==> config.mk <==
export PLATFORM = sky130hd
export DESIGN_NAME = stream_skid_buffer
export DESIGN_NICKNAME = d
export VERILOG_FILES = /design/src/rtl/stream_skid_pkg.sv /design/src/rtl/stream_skid_stats.sv /design/src/rtl/stream_skid_buffer.sv
export SDC_FILE = /design/constraint.sdc
export NUM_CORES = 1
export LEC_CHECK = 0
export CELL_PAD_IN_SITES_DETAIL_PLACEMENT = 2
export CELL_PAD_IN_SITES_GLOBAL_PLACEMENT = 2
export CORE_AREA = 2 2 39 41
export DETAILED_ROUTE_END_ITERATION = 10
export DIE_AREA = 0 0 41 43
export PLACE_DENSITY_LB_ADDON = 0.2
export SLEW_MARGIN = 20
export SYNTH_ARGS = -nofsm -noshare
export SYNTH_HDL_FRONTEND = slang
export SYNTH_SLANG_ARGS = --single-unit
export TNS_END_PERCENT = 20
==> constraint.sdc <==
create_clock -name clk_i -period 3.2 [get_ports clk_i]
set_input_delay 0.64 -clock clk_i [delete_from_list [all_inputs] [get_ports clk_i]]
set_output_delay 0.64 -clock clk_i [all_outputs]
set_load 0.02 [all_outputs]
==> src/rtl/stream_skid_pkg.sv <==
// Shared types for the stream skid buffer: FSM state encoding and storage depth.
package stream_skid_pkg;

    typedef enum logic [1:0] {
        EMPTY = 2'b00,
        BUSY  = 2'b01,
        FULL  = 2'b10
    } skid_state_e;

    localparam int unsigned SkidDepth = 2;

    // Number of beats held in each state.
    function automatic int unsigned skid_occupancy(input skid_state_e s);
        unique case (s)
            EMPTY:   return 0;
            BUSY:    return 1;
            FULL:    return SkidDepth;
            default: return 0;
        endcase
    endfunction

endpackage

==> src/rtl/stream_skid_stats.sv <==
// Saturating stall-cycle counter with synchronous clear.
// Compiled only when STREAM_SKID_BUFFER_STATS_EN is defined.
`ifdef STREAM_SKID_BUFFER_STATS_EN
module stream_skid_stats #(
    parameter int unsigned CntWidth = 16
) (
    input  logic                clk_i,
    input  logic                rst_ni,
    input  logic                clr_i,
    input  logic                inc_i,
    output logic [CntWidth-1:0] cnt_o
);

    logic [CntWidth-1:0] r_cnt;

    always_ff @(posedge clk_i or negedge rst_ni) begin
        if (!rst_ni) begin
            r_cnt <= '0;
        end else if (clr_i) begin
            r_cnt <= '0;
        end else if (inc_i && (r_cnt != '1)) begin
            r_cnt <= r_cnt + CntWidth'(1);
        end
    end

    assign cnt_o = r_cnt;

endmodule
`endif

==> src/rtl/stream_skid_buffer.sv <==
// Two-entry ready/valid stage with registered valid_o and ready_o (no ready_i->ready_o path).
// Optional stall counter on stall_cnt_o when STREAM_SKID_BUFFER_STATS_EN is defined.
module stream_skid_buffer
    import stream_skid_pkg::*;
#(
    parameter type T = logic
`ifdef STREAM_SKID_BUFFER_STATS_EN
    ,
    parameter int unsigned CntWidth = 16
`endif
) (
    input  logic                clk_i,
    input  logic                rst_ni,
    input  logic                clr_i,
    input  logic                valid_i,
    output logic                ready_o,
    input  T                    data_i,
    output logic                valid_o,
    input  logic                ready_i,
    output T                    data_o
`ifdef STREAM_SKID_BUFFER_STATS_EN
    ,
    output logic [CntWidth-1:0] stall_cnt_o
`endif
);

    skid_state_e r_state;
    skid_state_e w_state_d;
    T            r_main;
    T            r_skid;
    logic        r_valid;
    logic        r_ready;
    logic        w_in_hs;
    logic        w_out_hs;
    logic        w_main_en;
    logic        w_main_from_skid;
    logic        w_skid_en;

    assign w_in_hs  = valid_i & r_ready;
    assign w_out_hs = r_valid & ready_i;

    always_comb begin
        w_state_d        = r_state;
        w_main_en        = 1'b0;
        w_main_from_skid = 1'b0;
        w_skid_en        = 1'b0;
        unique case (r_state)
            EMPTY: begin
                if (w_in_hs) begin
                    w_main_en = 1'b1;
                    w_state_d = BUSY;
                end
            end
            BUSY: begin
                if (w_in_hs && w_out_hs) begin
                    w_main_en = 1'b1;
                end else if (w_in_hs) begin
                    w_skid_en = 1'b1;
                    w_state_d = FULL;
                end else if (w_out_hs) begin
                    w_state_d = EMPTY;
                end
            end
            FULL: begin
                if (w_out_hs) begin
                    w_main_en        = 1'b1;
                    w_main_from_skid = 1'b1;
                    w_state_d        = BUSY;
                end
            end
            default: w_state_d = EMPTY;
        endcase
        // Clear wins over any same-cycle handshake; captured beats are dropped.
        if (clr_i) begin
            w_state_d = EMPTY;
            w_main_en = 1'b0;
            w_skid_en = 1'b0;
        end
    end

    always_ff @(posedge clk_i or negedge rst_ni) begin
        if (!rst_ni) begin
            r_state <= EMPTY;
            r_valid <= 1'b0;
            r_ready <= 1'b1;
            r_main  <= '0;
            r_skid  <= '0;
        end else begin
            r_state <= w_state_d;
            // Handshake flags are registered from the next state, so they never see ready_i.
            r_valid <= (skid_occupancy(w_state_d) != 0);
            r_ready <= (skid_occupancy(w_state_d) < SkidDepth);
            if (w_main_en) begin
                r_main <= w_main_from_skid ? r_skid : data_i;
            end
            if (w_skid_en) begin
                r_skid <= data_i;
            end
        end
    end

    assign valid_o = r_valid;
    assign ready_o = r_ready;
    assign data_o  = r_main;

`ifdef STREAM_SKID_BUFFER_STATS_EN
    stream_skid_stats #(
        .CntWidth(CntWidth)
    ) u_stats (
        .clk_i (clk_i),
        .rst_ni(rst_ni),
        .clr_i (clr_i),
        .inc_i (r_valid & ~ready_i),
        .cnt_o (stall_cnt_o)
    );
`endif

endmodule

-- Yosys cells after proc, flatten, opt, wreduce, memory -nomap -nowiden
Index checks and enable logic that the tools add are counted.
- input bits: 6
- output and inout bits: 3
- register bits after elaboration: 6
- order comparisons: 1
- reductions and logical operators: 3
- muxes and demuxes: 18
- eq/ne operators: 4
- bitwise gates (word level): 2
- operators by type and width (operator ; count):
    $lt 32x2->1 const B ; 1
    $reduce_bool 32->1 ; 1
    $mux 2 ; 6
    $mux 1 ; 9
    $pmux 2 s3 ; 1
    $eq 2x1->1 const B ; 2
    $eq 2x2->1 const B ; 2
    $pmux 2 s2 ; 1
    $pmux 1 s3 ; 1
    $and 1x1->1 ; 2
    $logic_not 2->1 ; 1
    $logic_and 1x1->1 ; 1

-- Logic depth before layout (Yosys ltp)
Gate-level depths: netlist of run 1.
- depth in word-level cells: 9
- depth in mapped cells: 5

-- Worst setup path after synthesis of run 1
Ideal clock, no wire load.
- kind: input-to-reg
- start point: input valid_i
- end point: register r_valid (netlist: valid_o)
- data arrival time: 1.478 ns
- path slack: 1.659 ns
- required time: 3.137 ns
- path buffers: 0
- stages on the path: 5
- cell sequence: and3b_1 -> nand2_1 -> a221oi_1 -> ha_1 -> inv_1
- longest elaborated chain between the ends: 8
- elaborated cells between the ends (all ways): 11
- classes of those cells: eq/ne: 2; mux: 6; bitwise: 1; reduce/logical: 2
- ends and longest elaborated chain (item ; RTL line ; source):
    start, declared ; stream_skid_buffer.sv:15 ; input logic valid_i,
    $and 1x1->1 (*) ; stream_skid_buffer.sv:39 ; assign w_in_hs = valid_i & r_ready;
    $mux 2 / $logic_and 1x1->1 (equally long branches) ; stream_skid_buffer.sv:57, stream_skid_buffer.sv:55 ;
    $mux 2 ; stream_skid_buffer.sv:55 ; if (w_in_hs && w_out_hs) begin
    $pmux 2 s3 (*) ; stream_skid_buffer.sv:47 ; unique case (r_state)
    $mux 2 (*) ; stream_skid_buffer.sv:74 ; if (clr_i) begin
    named net w_state_d[1] ; stream_skid_buffer.sv:28 ; skid_state_e w_state_d;
    $eq 2x2->1 / $eq 2x1->1 (equally long branches) ; stream_skid_pkg.sv:14 ; unique case (s)
    $pmux 2 s2 (*) ; stream_skid_pkg.sv:14 ;
    $reduce_bool 32->1 (*) ; stream_skid_buffer.sv:91 ; r_valid <= (skid_occupancy(w_state_d) != 0);
    end signal, assigned ; stream_skid_buffer.sv:91 ;
    end, declared ; stream_skid_buffer.sv:31 ; logic r_valid;
Mark *: on every way through the listed nets, which the timed path passes. The rest lies on a longest branch.
A chain may end at the register's enable or synchronous reset.

-- Worst setup path in the final report of run 1
- start point: register r_ready (netlist: ready_o)
- end point: output ready_o
- RTL lines (item ; RTL line ; source):
    start, declared ; stream_skid_buffer.sv:32 ; logic r_ready;
    start signal, assigned ; stream_skid_buffer.sv:92 ; r_ready <= (skid_occupancy(w_state_d) < SkidDepth);
    end, declared ; stream_skid_buffer.sv:16 ; output logic ready_o,
No word-level cell between the ends.

==> results of run 1 <==
[final cells by class]
type	instances	area share, %
tap	16	4.37
inverter	2	1.64
timing repair buffer	8	17.5
clock buffer	4	5.74
sequential	6	33.1
multi-input combinational	22	37.7
[worst min-delay path by stage]
| stage | endpoint | slack [ns] | depth (start not counted) |
|---|---|---|---|
| floorplan | data_o | 0.34 | 0 |
| global placement | r_skid | 0.50 | 1 |
| detailed placement | r_skid | 0.54 | 1 |
| CTS | r_skid | 0.55 | 1 |
| global route | r_skid | 0.57 | 1 |
| finish | r_skid | 0.54 | 1 |
[cells by family after synthesis]
logic type / Yosys count / share of synthesized area (%)
compound gates: 10 / 23.8
fa+ha+maj: 1 / 3.77
buf+inv: 2 / 2.26
flops: 6 / 45.7
mux: 1 / 3.40
simple gates: 10 / 21.1
[per-stage QoR]
stage	utilization (%)	cell area (um^2)	total power, mW
after detailed placement	31.2	432	0.198
after floorplan	-	332	0.156
after global routing	33.1	458	0.289
after CTS	33.1	458	0.275
after global placement	31.2	432	0.193
final	33.1	458	0.269
[power breakdown]
part           internal [mW]  switching [mW]  leakage [nW]
logic                 0.0431          0.0378        0.0952
registers             0.0949          0.0194        0.0730
clock network         0.0472          0.0267        0.0150
total                  0.185          0.0839         0.183
[flip-flops by register name, summed over array words and instances (netlist names)]
signal   count
r_state      2
valid_o      1
ready_o      1
r_skid       1
data_o       1
[per-layer routing]
metal / part of all wire (%) / up-vias / wire length, um / GRT usage (%)
met2: 48 / 5 / 396 / 16.6
met3: 4.3 / 0 / 36 / 3.14
met1: 48 / 140 / 394 / 16.3
met5: 0 / - / 0 / 0
met4: 0 / 0 / 0 / 8.00
li1: - / 142 / - / -
==> results.py, run 1 <==
metrics = {
    "flow_run": {
        "cap_viol_max_count": 0,
    },
    "layout": {
        "regArea_um2": 151,
        "n_fill_cell": 159,
        "multi_input_area_um2": 173,
        "final_net_count": 50,
        "layout_commonest_cell": "clkdlybuf4s50_1",
        "layout-drive-gt1-share_pct": 14.3,
        "antennaDiodeCount": 0,
        "syn2layout_area_growth_pct": 38.1,
        "final_cell_mix": "clkdlybuf4s50_1, dfrtp_1, clkbuf_4",
        "final_cells": 58,
    },
    "floorplan": {
        "placementRows": 14,
        "ioPinCount": 9,
        "dieArea_um2": 1760,
        "die_y_um": 43,
        "start_util_pct": 24.0,
        "coreArea_um2": 1380,
        "fp.dieW_um": 41,
    },
    "synthesis": {
        "yosysSeqAreaShare_pct": 45.7,
        "postSynthAreaPerCell_um2": 11.1,
        "synth_ff_type": "dfrtp_1",
        "ys_types": 19,
        "syn_nets": 37,
        "yosysWarnings": 0,
        "synth_area_leaders": "dfrtp_1, dfstp_2, and3b_1",
        "yosysMostFrequentCell": "dfrtp_1",
        "async_flop_share_pct": 100,
        "synth-seq-cells": 6,
        "synthCells": 30,
        "syn_area_um2": 332,
        "yosys.area.top_type": "dfrtp_1",
        "synth_edf_count": 0,
        "yosysTopAreaCellShare_pct": 37.7,
    },
    "clock_tree": {
        "cts_buffers": 3,
        "cts_root_buffer": "clkbuf_4",
        "cts_hold_buf": 0,
        "clkTransAtPathRegs_ns": 0.05,
        "post-cts-setup-buffers": 0,
        "cts_tree": "done",
        "h-tree-depth": 1,
        "insertion_delay_ns": 0.24,
        "ctsLongestPathBuffers": 2,
        "ctsResizeCount": 0,
        "cts_sinks": 6,
    },
    "sta": {
        "setup_violations": 0,
        "post-route-period-util_pct": 63.9,
        "worst_pin_slew_ns": 0.335,
        "rsz0062_at_grt": "no",
        "clock_skew_ns": 0.00124,
        "tns_ns": 0,
        "hold_viol": 0,
        "maxSlewViolCount": 0,
        "slew_headroom_pct": 77.7,
        "fin_crit_ns": 2.05,
        "hold_slack_ns": 0.541,
        "timing.final.ws_setup_ns": 1.15,
        "clock.fmax_mhz": 489,
    },
    "grt": {
        "grt.overflow.total": 0,
        "grt_pass1_wl_mm": 1.39,
        "antenna_found_initial": 0,
        "grt_max_degree": 9,
        "grt_pass1_vias": 313,
        "grt_use_total_pct": 12.2,
    },
    "setup_path": {
        "timing.rr.end": "valid_o",
        "critPathArrivalTime_ns": 1.41,
        "reg2reg_depth": 5,
        "slowest_delay_ns": 0.61,
        "cp-endpoint": "ready_o",
        "criticalPathCategory": "register to output pin",
        "r2r_start": "ready_o",
        "end_kind": "output pin",
        "crit_chain": "clkdlybuf4s50_1",
        "path_depth": 1,
        "critPathTopFamily": "buffers and inverters",
        "startpoint_type": "register",
        "critPathSlowestCell": "clkdlybuf4s50_1",
        "path_buf_inv": 1,
        "worstPathRequired_ns": 2.56,
        "critPathLaunch": "ready_o",
        "regToRegSetupSlack_ns": 1.64,
        "critical_path.max_fanout": 5,
    },
    "drt": {
        "wl_per_cell_um": 14.3,
        "vias_per_cell": 4.95,
        "dr_total_vias": 287,
        "drc": 0,
        "drt_iter0_drc": 8,
        "dr.pass1.iters": 3,
        "wl_um": 828,
        "ant_nets": 0,
    },
    "placement": {
        "pre_cts_slack_ns": 0.982,
        "port_buffers": 8,
        "dpl.hpwl_um": 681,
        "gp_congestion": 0.730,
        "placed_cells": 54,
    },
    "pwr": {
        "power_density_nw_per_um2": 588,
        "vdd_drop_max_mv": 0.228,
        "power_leakage_nw": 0.183,
    },
    "hold_path": {
        "hold_path.class": "register to register",
        "hp-start": "r_skid",
    },
    "status": {
        "status": "finished clean",
    },
}
(Power assumes the default switching activity.)
==> inputs of run 2 (changes only) <==
--- a/config.mk
+++ b/config.mk
@@ -7,9 +7,9 @@
 export LEC_CHECK = 0
 export CELL_PAD_IN_SITES_DETAIL_PLACEMENT = 2
 export CELL_PAD_IN_SITES_GLOBAL_PLACEMENT = 2
-export CORE_AREA = 2 2 39 41
+export CORE_MARGIN = 1.5
+export CORE_UTILIZATION = 24
 export DETAILED_ROUTE_END_ITERATION = 10
-export DIE_AREA = 0 0 41 43
 export PLACE_DENSITY_LB_ADDON = 0.2
 export SLEW_MARGIN = 20
 export SYNTH_ARGS = -nofsm -noshare
==> constraint.sdc (replaced) <==
create_clock -name clk_i -period 1.72 [get_ports clk_i]
set_input_delay 0.344 -clock clk_i [delete_from_list [all_inputs] [get_ports clk_i]]
set_output_delay 0.344 -clock clk_i [all_outputs]
set_load 0.02 [all_outputs]
==> results.py, run 2 (synthesized netlist as in run 1, its figures left out) <==
metrics = {
    "floorplan": {
        "ioPinCount": 9,
        "die_y_um": 40.2,
        "coreArea_um2": 1300,
        "start_util_pct": 25.5,
        "fp.dieW_um": 40.2,
        "placementRows": 13,
        "dieArea_um2": 1610,
    },
    "drt": {
        "wl_per_cell_um": 13.3,
        "drc": 0,
        "wl_um": 835,
        "vias_per_cell": 5.08,
        "drt_iter0_drc": 1,
        "ant_nets": 0,
        "dr.pass1.iters": 2,
        "dr_total_vias": 320,
    },
    "grt": {
        "grt_pass1_vias": 312,
        "grt_pass1_wl_mm": 1.33,
        "antenna_found_initial": 0,
        "grt_use_total_pct": 13.4,
        "grt_use_met2_pct": 21.8,
        "grt_max_degree": 9,
        "gr-usage-met1_pct": 15.0,
        "grt.overflow.total": 0,
        "grt_busiest_layer": "met2",
        "met3_usage_pct": 3.33,
    },
    "layout": {
        "multi_input_area_um2": 179,
        "antennaDiodeCount": 0,
        "regArea_um2": 151,
        "regMostFlops": "r_state",
        "final_net_count": 56,
        "final_cell_mix": "clkdlybuf4s50_1, buf_4, dfrtp_1",
        "syn2layout_area_growth_pct": 53.6,
        "n_fill_cell": 150,
        "postLayoutCellArea_um2": 509,
        "layout-drive-gt1-share_pct": 27.1,
        "utilization_pct": 39.1,
        "largest_register_ffs": 2,
    },
    "sta": {
        "post-route-period-util_pct": 95.0,
        "fin_crit_ns": 1.63,
        "maxSlewViolCount": 0,
        "clock_skew_ns": 0.00614,
        "worst_pin_slew_ns": 0.263,
        "clock.fmax_mhz": 612,
        "timing.final.ws_setup_ns": 0.0861,
        "rsz0062_at_grt": "no",
        "setup_violations": 0,
        "slew_headroom_pct": 82.5,
        "hold_viol": 0,
        "tns_ns": 0,
    },
    "status": {
        "status": "finished clean",
    },
    "placement": {
        "gp_congestion": 0.595,
        "pre_cts_slack_ns": -0.199,
        "port_buffers": 8,
        "dpl_cell_area_um2": 475,
    },
    "setup_path": {
        "slowest_delay_ns": 0.45,
        "worstPathRequired_ns": 1.86,
        "startpoint_type": "input pin",
        "critPathSlowestCell": "clkdlybuf4s50_1",
        "criticalPathCategory": "input pin to register",
        "critical_path.max_fanout": 3,
        "regToRegSetupSlack_ns": 0.18,
        "end_kind": "register",
        "crit_chain": "clkdlybuf4s50_1 -> buf_4 -> a22oi_1 -> a21oi_1 -> o22a_1 -> ha_1 -> inv_1",
        "critPathArrivalTime_ns": 1.77,
    },
    "clock_tree": {
        "h-tree-depth": 1,
        "ctsResizeCount": 1,
        "insertion_delay_ns": 0.24,
        "cts_tree": "done",
        "post-cts-setup-buffers": 0,
        "cts_buffers": 3,
        "clkTransAtPathRegs_ns": 0.05,
        "cts_root_buffer": "clkbuf_4",
        "cts_hold_buf": 0,
        "cts_sinks": 6,
        "ctsLongestPathBuffers": 2,
    },
    "pwr": {
        "vdd_drop_max_mv": 0.455,
        "power_density_nw_per_um2": 1010,
        "power_leakage_nw": 0.224,
    },
    "flow_run": {
        "cap_viol_max_count": 0,
    },
    "hold_path": {
        "hold_path.class": "input pin to asynchronous set/reset pin",
    },
}
-- run 2: layout make-up --
type | instances | share of cell area, %
multi-input cells | 22 | 35.1
inverters | 2 | 1.47
clock buffers | 4 | 5.16
repair buffers | 14 | 24.8
well taps | 15 | 3.69
flip-flops and latches | 6 | 29.7
-- run 2: path summary, 6_finish.rpt --
kind / startpoint / end / depth (start not counted)
setup / recovery: valid_i / valid_o / 7
hold / removal: rst_ni / r_skid / 1
setup reg to reg: ready_o / valid_o / 5
hold reg to reg: r_skid / r_skid / 1
max in group asynchronous: rst_ni / ready_o / 1
min in group clk_i: r_skid / r_skid / 1
-- run 2: layer usage --
layer	part of all wire, %	wire [um]	vias to the layer above
met3	3.0	25	2
met1	44	365	157
li1	-	-	154
met5	0	0	-
met2	51	427	7
met4	2.0	17	0
-- run 2: power by group --
part,internal (mW),switching [mW]
Clock,0.0878,0.0504
Combinational,0.0936,0.0745
Sequential,0.176,0.0341
-- run 2: through the flow --
step	hold slack [ns]	std cells	total power, mW
after global routing	0.339	63	0.555
after global placement	0.488	59	0.372
after floorplan	0.0484	30	0.290
after detailed placement	0.500	59	0.380
after CTS	0.328	63	0.527
final	0.330	63	0.517
-- run 2: critical path: cells and delay by family --
family                   cells  cell delay [ns]
buffers and inverters        3             0.64
AO/OA/AOI/OAI                3             0.50
adder cells (fa/ha/maj)      1             0.28
==> inputs of run 3 (changes only) <==
--- a/config.mk
+++ b/config.mk
@@ -7,9 +7,10 @@
 export LEC_CHECK = 0
 export CELL_PAD_IN_SITES_DETAIL_PLACEMENT = 2
 export CELL_PAD_IN_SITES_GLOBAL_PLACEMENT = 2
-export CORE_MARGIN = 1.5
-export CORE_UTILIZATION = 24
+export CORE_AREA = 2 2 39 41
 export DETAILED_ROUTE_END_ITERATION = 10
+export DIE_AREA = 0 0 41 43
+export DONT_BUFFER_PORTS = 1
 export PLACE_DENSITY_LB_ADDON = 0.2
 export SLEW_MARGIN = 20
 export SYNTH_ARGS = -nofsm -noshare
==> results.py, run 3 (synthesized netlist as in run 1, its figures left out) <==
metrics = {
    "grt": {
        "grt_pass1_vias": 285,
        "grt_max_degree": 9,
        "grt.overflow.total": 0,
        "grt_pass1_wl_mm": 1.30,
        "antenna_found_initial": 0,
        "grt_use_total_pct": 12.0,
    },
    "placement": {
        "dpl_cell_area_um2": 359,
        "port_buffers": 0,
        "placed_cells": 47,
        "gp_congestion": 0.632,
    },
    "sta": {
        "rsz0062_at_grt": "no",
        "post-route-period-util_pct": 90.6,
        "hold_viol": 0,
        "maxSlewViolCount": 0,
        "clock.fmax_mhz": 642,
        "slew_headroom_pct": 76.2,
        "clock_skew_ns": 0.00568,
        "tns_ns": 0,
        "hold_slack_ns": 0.199,
        "fin_crit_ns": 1.56,
        "setup_violations": 0,
        "worst_pin_slew_ns": 0.357,
    },
    "setup_path": {
        "critical_path.max_fanout": 4,
        "crit_chain": "and3b_1 -> nand2_1 -> a221oi_1 -> ha_1 -> inv_1",
        "critPathSlowestCell": "dfstp_2",
        "worstPathRequired_ns": 1.91,
        "startpoint_type": "register",
        "end_kind": "register",
        "criticalPathCategory": "register to register",
        "slowest_delay_ns": 0.54,
        "critPathArrivalTime_ns": 1.74,
    },
    "floorplan": {
        "die_y_um": 43,
        "coreArea_um2": 1380,
        "fp.dieW_um": 41,
        "placementRows": 14,
        "dieArea_um2": 1760,
        "start_util_pct": 24.0,
        "ioPinCount": 9,
    },
    "clock_tree": {
        "ctsResizeCount": 0,
        "h-tree-depth": 1,
        "cts_sinks": 6,
        "clkTransAtPathRegs_ns": 0.05,
        "ctsLongestPathBuffers": 2,
        "cts_root_buffer": "clkbuf_4",
        "cts_buffers": 3,
        "insertion_delay_ns": 0.24,
        "cts_tree": "done",
    },
    "layout": {
        "layout-drive-gt1-share_pct": 19.4,
        "multi_input_area_um2": 173,
        "regArea_um2": 151,
        "layout_commonest_cell": "dfrtp_1",
        "utilization_pct": 28.6,
        "postLayoutCellArea_um2": 395,
        "regMostFlops": "r_state",
        "final_net_count": 44,
        "syn2layout_area_growth_pct": 19.2,
        "n_fill_cell": 168,
        "antennaDiodeCount": 0,
        "final_cells": 52,
        "largest_register_ffs": 2,
        "final_cell_mix": "dfrtp_1, clkbuf_4",
    },
    "drt": {
        "ant_nets": 0,
        "dr.pass1.iters": 2,
        "dr_total_vias": 274,
        "wl_um": 794,
        "drc": 0,
        "drt_iter0_drc": 2,
        "wl_per_cell_um": 15.3,
        "vias_per_cell": 5.27,
    },
    "flow_run": {
        "cap_viol_max_count": 0,
    },
    "pwr": {
        "power_density_nw_per_um2": 1150,
        "vdd_drop_max_mv": 0.365,
        "power_leakage_nw": 0.160,
    },
    "status": {
        "status": "finished clean",
    },
    "hold_path": {
        "hold_path.class": "input pin to register",
    },
}
-- run 3: area by class of cell --
cell class | instances | share of cell area (%)
sequential | 6 | 38.3
tap | 16 | 5.06
clock buffer | 4 | 6.65
inverter | 2 | 1.90
timing repair buffer | 2 | 4.43
multi-input combinational | 22 | 43.7
-- run 3: repair_timing --
action,in CTS,in global routing
buffers inserted,0,0
endpoints found under the setup margin,0,0
hold endpoints to repair,6,0
hold buffers,1,0
-- run 3: worst paths after layout --
| kind | from | endpoint | slack [ns] | depth (start not counted) |
|---|---|---|---|---|
| setup reg to reg | ready_o | valid_o | 0.16 | 5 |
| setup / recovery | ready_o | valid_o | 0.16 | 5 |
| max in group asynchronous | rst_ni | ready_o | 1.04 | 1 |
| hold / removal | clr_i | r_state[1] | 0.20 | 1 |
| hold reg to reg | r_skid | r_skid | 0.52 | 1 |
| min in group asynchronous | rst_ni | data_o | 0.40 | 1 |
-- run 3: power by group --
part,total [mW],internal (mW),switching [mW]
combinational,0.0900,0.0487,0.0413
clock,0.138,0.0878,0.0499
sequential,0.229,0.176,0.0522
-- run 3: worst max-delay path, delay by kind of cell, from the launching register on --
family	cells	cell delay (ns)
flops	1	0.54
compound gates	1	0.37
fa+ha+maj	1	0.30
simple gates	2	0.24
buf+inv	1	0.05
-- run 3: per-stage QoR --
stage | total power [mW] | setup slack [ns]
2_1_floorplan | 0.290 | 0.205
3_3_place_gp | 0.313 | 0.143
3_5_place_dp | 0.318 | 0.140
4_1_cts | 0.467 | 0.133
5_1_grt | 0.490 | 0.0174
6_report | 0.456 | 0.162
-- run 3: routing by layer --
metal,global-route usage (%),up-vias,part of all wire (%)
li1,-,130,-
met1,13.3,132,35
met2,17.5,8,55
met3,2.09,4,6.3
met4,12.0,0,3.4
met5,0,-,0
